`src/rtl/ifu_fetch_pkg.sv`:
```
// Shared types and constants for the instruction fetch stage.
package ifu_fetch_pkg;

  localparam int unsigned IsaWidth       = 32;
  localparam logic [31:0] DefaultResetPc = 32'h8000_0000;
  localparam int unsigned PcStep         = 4;

  typedef enum logic [1:0] {
    StIdle = 2'd0,
    StReq  = 2'd1,
    StWait = 2'd2,
    StHold = 2'd3
  } fetch_state_e;

endpackage

```
`src/rtl/ifu_fetch.sv`:
```
// Instruction fetch: issues one SRAM read per instruction, captures the returned word and
// presents {pc, inst} to the decoder over valid/ready; redirects squash anything in flight.
module ifu_fetch
  import ifu_fetch_pkg::*;
#(
  parameter int unsigned       ADDR_W   = IsaWidth,
  parameter int unsigned       INST_W   = 32,
  parameter logic [ADDR_W-1:0] RESET_PC = ADDR_W'(DefaultResetPc),
  parameter int unsigned       CNT_W    = 64
) (
  input  logic              clk,
  input  logic              reset,
  input  logic              fetch_en,
  output logic              mem_ren,
  output logic [ADDR_W-1:0] mem_raddr,
  input  logic [INST_W-1:0] mem_rdata,
  output logic              out_valid,
  input  logic              out_ready,
  output logic [INST_W-1:0] out_inst,
  output logic [ADDR_W-1:0] out_pc,
  input  logic              redirect_valid,
  input  logic [ADDR_W-1:0] redirect_pc,
  output logic [CNT_W-1:0]  fetch_cnt
);

  fetch_state_e      state_q, state_d;
  logic [ADDR_W-1:0] pc_q, pc_d;
  logic              out_valid_q, out_valid_d;
  logic [INST_W-1:0] out_inst_q, out_inst_d;
  logic [ADDR_W-1:0] out_pc_q, out_pc_d;
  logic [CNT_W-1:0]  cnt_q, cnt_d;

  always_ff @(posedge clk or negedge reset) begin
    if (!reset) begin
      state_q     <= StIdle;
      pc_q        <= RESET_PC;
      out_valid_q <= 1'b0;
      out_inst_q  <= '0;
      out_pc_q    <= '0;
      cnt_q       <= '0;
    end else begin
      state_q     <= state_d;
      pc_q        <= pc_d;
      out_valid_q <= out_valid_d;
      out_inst_q  <= out_inst_d;
      out_pc_q    <= out_pc_d;
      cnt_q       <= cnt_d;
    end
  end

  always_comb begin
    state_d     = state_q;
    pc_d        = pc_q;
    out_valid_d = out_valid_q;
    out_inst_d  = out_inst_q;
    out_pc_d    = out_pc_q;
    cnt_d       = cnt_q;
    // Redirect wins over everything, including a same-cycle handshake in HOLD.
    if (redirect_valid) begin
      pc_d        = redirect_pc & ~ADDR_W'(3);
      out_valid_d = 1'b0;
      state_d     = fetch_en ? StReq : StIdle;
    end else begin
      unique case (state_q)
        StIdle: begin
          if (fetch_en) state_d = StReq;
        end
        StReq: begin
          state_d = StWait;
        end
        StWait: begin
          out_inst_d  = mem_rdata;
          out_pc_d    = pc_q;
          out_valid_d = 1'b1;
          state_d     = StHold;
        end
        StHold: begin
          if (out_valid_q && out_ready) begin
            out_valid_d = 1'b0;
            pc_d        = pc_q + ADDR_W'(PcStep);
            cnt_d       = cnt_q + CNT_W'(1);
            state_d     = fetch_en ? StReq : StIdle;
          end
        end
        default: state_d = StIdle;
      endcase
    end
  end

  always_comb begin
    mem_ren   = (state_q == StReq);
    mem_raddr = pc_q;
    out_valid = out_valid_q;
    out_inst  = out_inst_q;
    out_pc    = out_pc_q;
    fetch_cnt = cnt_q;
  end

endmodule

```
`config.mk`:
```
export PLATFORM = sky130hd
export DESIGN_NAME = ifu_fetch
export DESIGN_NICKNAME = d
export VERILOG_FILES = /design/src/rtl/ifu_fetch_pkg.sv /design/src/rtl/ifu_fetch.sv
export SDC_FILE = /design/constraint.sdc
export NUM_CORES = 1
export LEC_CHECK = 0
export CAP_MARGIN = 20
export CORE_UTILIZATION = 40
export DETAILED_ROUTE_END_ITERATION = 8
export MAX_ROUTING_LAYER = met4
export PLACE_DENSITY = 0.73
export REMOVE_ABC_BUFFERS = 1
export SETUP_SLACK_MARGIN = 0.1
export SYNTH_ARGS = -nofsm -noshare
export SYNTH_HDL_FRONTEND = slang
export SYNTH_SLANG_ARGS = --single-unit
```
`constraint.sdc`:
```
create_clock -name clk -period 2.15 [get_ports clk]
set_clock_uncertainty 0.2 [all_clocks]
set_input_delay 0.3225 -clock clk [delete_from_list [all_inputs] [get_ports clk]]
set_output_delay 0.3225 -clock clk [all_outputs]
set_load 0.1 [all_outputs]
```
; ---- Word level (Yosys, flattened, before mapping)
; Cells that the tools add are included.
[totals]
input_bits = 69
word_cells = 35
output_inout_bits = 162
reg_bits = 163
[classes]
n_eq_ne = 5
add_sub_neg = 2
bitwise_logic = 1
n_reduce_logical = 10
muxes = 11
[op_table]
columns = operator, count
row1 = 32-bit two-way mux, 3
row2 = "64-bit by 1-bit adder with 64-bit output, second input constant", 1
row3 = "32-bit by 3-bit adder with 32-bit output, second input constant", 1
row4 = 2-bit case mux with 4 select lines, 1
row5 = 2-bit AND reduction, 4
row6 = 2-bit two-way mux, 3
row7 = "3-bit inequality test, second input constant", 2
row8 = "2-bit equality test, second input constant", 2
row9 = 2-bit nonzero test, 2
row10 = 1-bit two-way mux, 3
row11 = 3-bit AND reduction, 1
row12 = 3-bit nonzero test, 1
row13 = "2-bit by 1-bit equality test with 1-bit output, second input constant", 1
row14 = 2-bit zero test, 1
row15 = 1-bit case mux with 2 select lines, 1
row16 = 1-bit logical AND, 1
row17 = 1-bit inverter, 1

; ---- Logic depth before layout (Yosys ltp)
; Gate-level depths: netlist of run 1.
[logic_depth]
ltp_word = 4
ltp_mapped = 8
mapped_depth_nobuf = 6

; ---- Worst setup path after synthesis of run 1
; Ideal clock, no wire load.
[synth_path]
path_kind = register to register
from = register cnt_q[2], in the netlist fetch_cnt[2]
to = register cnt_q[51], in the netlist fetch_cnt[51]
synth_period_minus_slack_ns = 2.840
stages_incl_launch_ff = 7
required_time_ns = 1.791
path_buffers = 1
setup_ns = 0.159
arrival_ns = 2.481
path_slack_ns = -0.690
path_cell_list = dfrtp_1 > nand2_1 > nor4_4 > and4_1 > buf_2 > nand4_1 > xnor2_1
[synth_via]
elab_chain_cells = 1
[synth_rtl]
columns = item, line_no
row1 = start: declaration, ifu_fetch.sv:31  ; logic [CNT_W-1:0] cnt_q, cnt_d;
row2 = start signal: assignment, ifu_fetch.sv:47  ; cnt_q <= cnt_d;
row3 = 64-bit by 1-bit adder with 64-bit output, ifu_fetch.sv:81  ; cnt_d = cnt_q + CNT_W'(1);
; Every way passes these cells.
; A chain may end at the register's enable or synchronous reset.

; ---- Final worst setup path of run 1
[layout_path]
from = register cnt_q[6], in the netlist fetch_cnt[6]
to = register cnt_q[59], in the netlist fetch_cnt[59]
; Same word-level chain as after synthesis.

==> out/metrics.yaml, run 1 <==
status: "completed"
synth_compound_area_share_pct: 2.53
power.density_nw_per_um2: 1280
die_area_um2: 18900
grt_pass1_vias: 5933
dp_hpwl_mm: 14.5
post_drt_wl_per_cell_um: 17.2
path_cells: "nand4_1, buf_6, nor4_4, and4_4, buf_12, nand4_1, xnor2_1"
core.rowCount: 49
met1_length_mm: 8.98
cts_buffers: 17
post-synth-top-area-cell: "dfrtp_1"
core_um2: 18000
synthTopCellsByArea: "dfrtp_1 54%, mux2_2 9.8%, xnor2_1 6.2%"
critPathKind: "flop to flop"
ys.flop_type: "dfrtp_1"
htreeDepth: 4
synth_top_family_by_area: "simple AND/OR/NAND/NOR gates"
setup_viol: 0
cts_tree: "yes"
gr-total-overflow: 0
crit_top_cell: "nand4_1"
grt_util_all_layers_pct: 22.0
path_delay_family: "simple AND/OR/NAND/NOR gates"
ys_types: 42
finalHoldViolations: 0
clk_path_buf_depth: 2
ys_top_cells_by_count: "158 x dfrtp_1, 69 x nand2_1, 64 x mux2_2, 52 x xnor2_1, 40 x xor2_1"
leakage_uw: 0.00554
top_layer: "met4"
slew_headroom_pct: 62.3
worstPathArrival_ps: 2190
end_kind: "flop"
root_buffer: "clkbuf_16"
io-pin-count: 231
min_period_ps: 2090
antenna_found_initial: 1
cpPeakStageDelay_ps: 400
fmax_ghz: 0.478
drive_gt1_share_pct: 44.0
io_buffers: 224
synth_area_um2: 7360
maxSlewViolCount: 0
yosys.area_share.simple_pct: 19.0
nNetsFinal: 1049
num_vias: 6221
worst-path-max-fanout: 10
power_uw: 14900
yosysWarnings: 0
worst-path-buf-inv: 2
syn_to_final_growth_pct: 59.0
maxCapViolations: 0
drtIter0Drc: 277
hold_path_class: "input port to async pin"
antenna_left: 0
wl_met3_mm: 1.38
place.gp.congestion: 0.887
crit_path_start_kind: "flop"
rsz0062_at_grt: "yes"
die_y_um: 138
hold_slack_ps: 182
die_x_um: 138
vdd_drop_max_uv: 1820
cts.sink_count: 159
routed_wl_mm: 20.9
synth.most_common_cell: "dfrtp_1"
synth_top_area_share_pct: 53.7
drc: 0
synth_enable_flop_cells: 0
synth_seq_cells: 159
slowest_stage: "dfrtp_1"
firstDrtPassIters: 5
insertion_delay_ps: 420
synthXorXnorAreaFrac_pct: 11.0
muxShareOfSynthArea_pct: 10.1
finalSetupTns_ps: 0
clk_pin_slew_ps: 60
grt_max_degree: 68
grt_pass1_wl_mm: 31.0
worst_ep_required_time_ps: 2250
avgSynthCellArea_um2: 11.4
viasPerCell: 5.12
period_share_pct: 97.4
worst_slew_pin_slew_ps: 565
met2_length_mm: 10.3
ys_seq_area_share_pct: 54.1
async_reset_ff_share_pct: 100
start_util_pct: 40.8
synth-adder-area-share_pct: 1.19
synth_cells: 643
power breakdown:
group,switching (µW),internal (µW)
clock network,1190,2040
registers,374,3660
logic,5810,1850
total,7370,7540
state kept, by name, summed over array words and instances, names as in the netlist:
register and cells:
fetch_cnt 64, out_inst 32, mem_raddr 30, out_pc 30
state_q 2, out_valid 1
layout make-up:
class	instances	area [µm²]
Clock buffer	23	478
Antenna cell	1	2.50
Multi-Input combinational cell	451	3650
Timing Repair Buffer	333	3100
Inverter	11	41.3
Fill cell	1382	6320
Sequential cell	159	3980
Tap cell	229	287
Clock inverter	9	156
cells in the final DEF, fill, tap and decap left out, types with 6 or more instances in the layout:
cell             instances
buf_4                  225
o21ai_0                 24
and4_1                   9
nand2_1                 67
inv_1                   10
o21ai_1                  6
nand3_1                 32
buf_6                   11
nor2_4                   6
nand4_1                 20
nor2_1                  15
and3_1                  15
nor4_4                  12
buf_12                  29
clkdlybuf4s50_1         63
mux2_2                  64
nor4_2                  10
dfrtp_1                156
nand3_2                  8
xor2_1                  40
nor3_2                   6
xnor2_1                 52
clkbuf_16               19
cell families after synthesis:
logic type / Yosys count
fa+ha+maj: 7
xor+xnor: 92
simple gates: 246
flops: 159
other cells: 1
buf+inv: 36
mux: 66
compound gates: 36
metal layers:
metal,vias up,track usage (%)
met5,-,-
met4,0,7.02
met3,16,4.30
met2,197,35.2
met1,3081,27.9
li1,2927,-
what timing repair did:
item,4_1_cts,5_1_grt
pin swaps,7,40
resized for setup,20,73
endpoints found under the setup margin,45,96
buffers inserted,7,11
cloned,0,2
hold buffers,1,0
hold endpoints to repair,43,0
stage by stage:
step           instance area, µm²  setup WS, ps  utilization [%]  std cells
2_1_floorplan                7260         -2090                -        621
3_3_place_gp                10400          -365             57.8       1162
3_5_place_dp                10400          -406             57.8       1162
4_1_cts                     11200          38.5             62.3       1202
5_1_grt                     11700         -37.2             64.9       1216
6_report                    11700          55.8             64.9       1216
path summary, 6_finish.rpt:
path | from | end | cells past startpoint | slack (ps)
setup / recovery | fetch_cnt[6] | fetch_cnt[59] | 7 | 60
min in group clk | redirect_pc[24] | mem_raddr[24] | 3 | 250
setup reg to reg | fetch_cnt[6] | fetch_cnt[59] | 7 | 60
hold reg to reg | fetch_cnt[63] | fetch_cnt[63] | 1 | 290
hold / removal | reset | fetch_cnt[30] | 2 | 180
max in group asynchronous | reset | out_pc[21] | 3 | 850
No activity file was read; power rests on OpenSTA's default activity.
==> run 2: changes to the inputs <==
--- a/config.mk
+++ b/config.mk
@@ -7,6 +7,7 @@
 export LEC_CHECK = 0
 export CAP_MARGIN = 20
 export CORE_UTILIZATION = 40
+export CTS_BUF_LIST = sky130_fd_sc_hd__clkbuf_4
 export DETAILED_ROUTE_END_ITERATION = 8
 export MAX_ROUTING_LAYER = met4
 export PLACE_DENSITY = 0.73
==> run 2 against run 1 <==
Effect of this change:
- hold slack worse by 150 ps
- power is 7.2% lower
- combinational power is 2% higher
- global-route usage is 0.066 points higher
- via count is 0.71% higher
==> out/metrics.yaml, run 2 (same netlist as run 1, synthesis figures left out) <==
status: "completed"
insertion_delay_ps: 550  # +130 ps
vdd_drop_max_uv: 1690  # -7.3%
placed_area_um2: 10400  # unchanged
htreeDepth: 4  # unchanged
reg2reg_slack_ps: 70  # about the same
top_layer: "met4"
met1_length_mm: 8.99  # +0.13%
firstDrtPassIters: 4  # -1
worst_slew_pin_slew_ps: 567  # +2.11 ps
grt_pass1_vias: 5978  # +0.76%
clockPowerShare_pct: 14.5  # -7.1 points
p_int_uw: 6560  # -13%
cts.sink_count: 159  # unchanged
largest_reg_flops: 64  # unchanged
core.rowCount: 49  # unchanged
pwr-share-seq_pct: 29.0  # +2.0 points
rsz0062_at_grt: "yes"
finalHoldViolations: 0  # unchanged
worst_ep_required_time_ps: 1630  # -620 ps
reg2regPathDepth: 7  # unchanged
layout_commonest_cell: "buf_4"
post-place-ws_ps: -406  # unchanged
root_buffer: "clkbuf_4"
start_util_pct: 40.8  # unchanged
drc: 0  # unchanged
timing.rr.start: "fetch_cnt[1]"
viasPerCell: 5.14  # +0.38%
die_y_um: 138  # unchanged
critPathKind: "flop to output pin"
setup_viol: 0  # unchanged
min_period_ps: 2080  # -14.4 ps
design_area_um2: 11500  # -1.9%
wl_met3_mm: 1.48  # +7.2%
die_x_um: 138  # unchanged
p_sw_uw: 7280  # -1.2%
antenna_left: 0  # unchanged
fin_ws_ps: 70.2  # +14.4 ps
antenna_found_initial: 2  # +1
comb_power_share_pct: 56.5  # +5.2 points
worstPathArrival_ps: 1560  # -630 ps
end_kind: "output pin"
grt_max_degree: 68  # unchanged
clk_path_buf_depth: 2  # unchanged
power.density_nw_per_um2: 1210  # -5.4%
final_cell_mix: "226 x buf_4, 155 x dfrtp_1, 64 x mux2_2, 64 x nand2_1, 64 x clkdlybuf4s50_1"
slowest_stage: "dfrtp_1"
met2_length_mm: 10.2  # -1.7%
fmax_ghz: 0.481  # +0.69%
cpPeakStageDelay_ps: 440  # +40 ps
maxSlewViolCount: 0  # unchanged
grt_util_all_layers_pct: 22.0  # +0.066 points
io-pin-count: 231  # unchanged
routed_wl_mm: 20.9  # +0.27%
grt_pass1_wl_mm: 31.0  # +0.29%
syn_to_final_growth_pct: 56.0
slew_headroom_pct: 62.2  # -0.14 points
r2r_end: "fetch_cnt[28]"
leakage_uw: 0.00541  # -2.4%
maxCapViolations: 0  # unchanged
nNetsFinal: 1052  # +0.29%
post_drt_wl_per_cell_um: 17.1  # about the same
gr-total-overflow: 0  # unchanged
clk_pin_slew_ps: 130  # +70 ps
dp_hpwl_mm: 14.5  # unchanged
core_um2: 18000  # unchanged
cts_tree: "yes"
cts_buffers: 17  # unchanged
p_sw_share_pct: 52.6  # +3.2 points
crit_path_start_kind: "flop"
drive_gt1_share_pct: 43.9  # -0.13 points
die_area_um2: 18900  # unchanged
period_share_pct: 96.7  # -0.67 points
place.gp.congestion: 0.887  # unchanged
path_cells: "buf_4, inv_2, ha_4, buf_12"
drtIter0Drc: 272  # -1.8%
hold_path_class: "input port to async pin"
io_buffers: 224  # unchanged
num_vias: 6265  # +0.71%
worst-path-max-fanout: 4  # -6
## run 2: worst max-delay path, delay by kind of cell (launching register included)
family / cells / cell delay (ps)
flops: 1 / 440
fa+ha+maj: 1 / 150
buf+inv: 3 / 420
## run 2: final cells by class
type | instances | area [µm²]
fillers | 1437 | 6550
flip-flops and latches | 159 | 3980
multi-input cells | 451 | 3620
clock inverters | 12 | 168
inverters | 11 | 43.8
well taps | 229 | 287
clock buffers | 20 | 150
repair buffers | 336 | 3220
diodes | 2 | 5.00
## run 2: power groups by stage
stage / clock (µW) / sequential, µW / combinational [µW]
after floorplan: 0 / 8770 / 1040
after global placement: 0 / 4040 / 7510
after detailed placement: 0 / 4080 / 7570
after CTS: 2050 / 4020 / 7670
after global routing: 2160 / 4120 / 8070
final: 2000 / 4020 / 7820
## run 2: worst max path at each step
stage | from | to | slack (ps) | cells past startpoint
floorplan | state_q[0] | out_inst[0] | -2090 | 4
global placement | out_ready | fetch_cnt[54] | -360 | 6
detailed placement | out_ready | fetch_cnt[39] | -410 | 8
CTS | state_q[1] | mem_ren | 40 | 4
global route | fetch_cnt[1] | fetch_cnt[48] | -10 | 7
finish | state_q[1] | mem_ren | 70 | 4
## run 2: metrics by stage
step	hold WS [ps]	setup TNS (ps)	std cells	power [µW]	util (%)
2_1_floorplan	-173	-166390	621	9810	-
3_3_place_gp	69.2	-15120	1162	11600	57.8
3_5_place_dp	68.3	-15850	1162	11600	57.8
4_1_cts	10.0	0	1204	13700	61.1
5_1_grt	37.0	-19.7	1220	14400	63.7
6_report	32.6	0	1220	13800	63.7
## run 2: repair_timing
| action | in CTS | in global routing |
|---|---|---|
| gates resized for setup | 31 | 53 |
| endpoints found under the setup margin | 52 | 112 |
| pin swaps | 12 | 23 |
| buffers inserted | 8 | 8 |
| hold buffers | 1 | 0 |
| endpoints found under the hold margin | 158 | 0 |
| gates cloned | 1 | 6 |
## run 2: metal layers
layer | vias to the layer above | global-route usage (%)
met1 | 3092 | 28.0
met3 | 24 | 4.38
met4 | 0 | 6.29
met5 | - | -
li1 | 2930 | -
met2 | 219 | 35.5
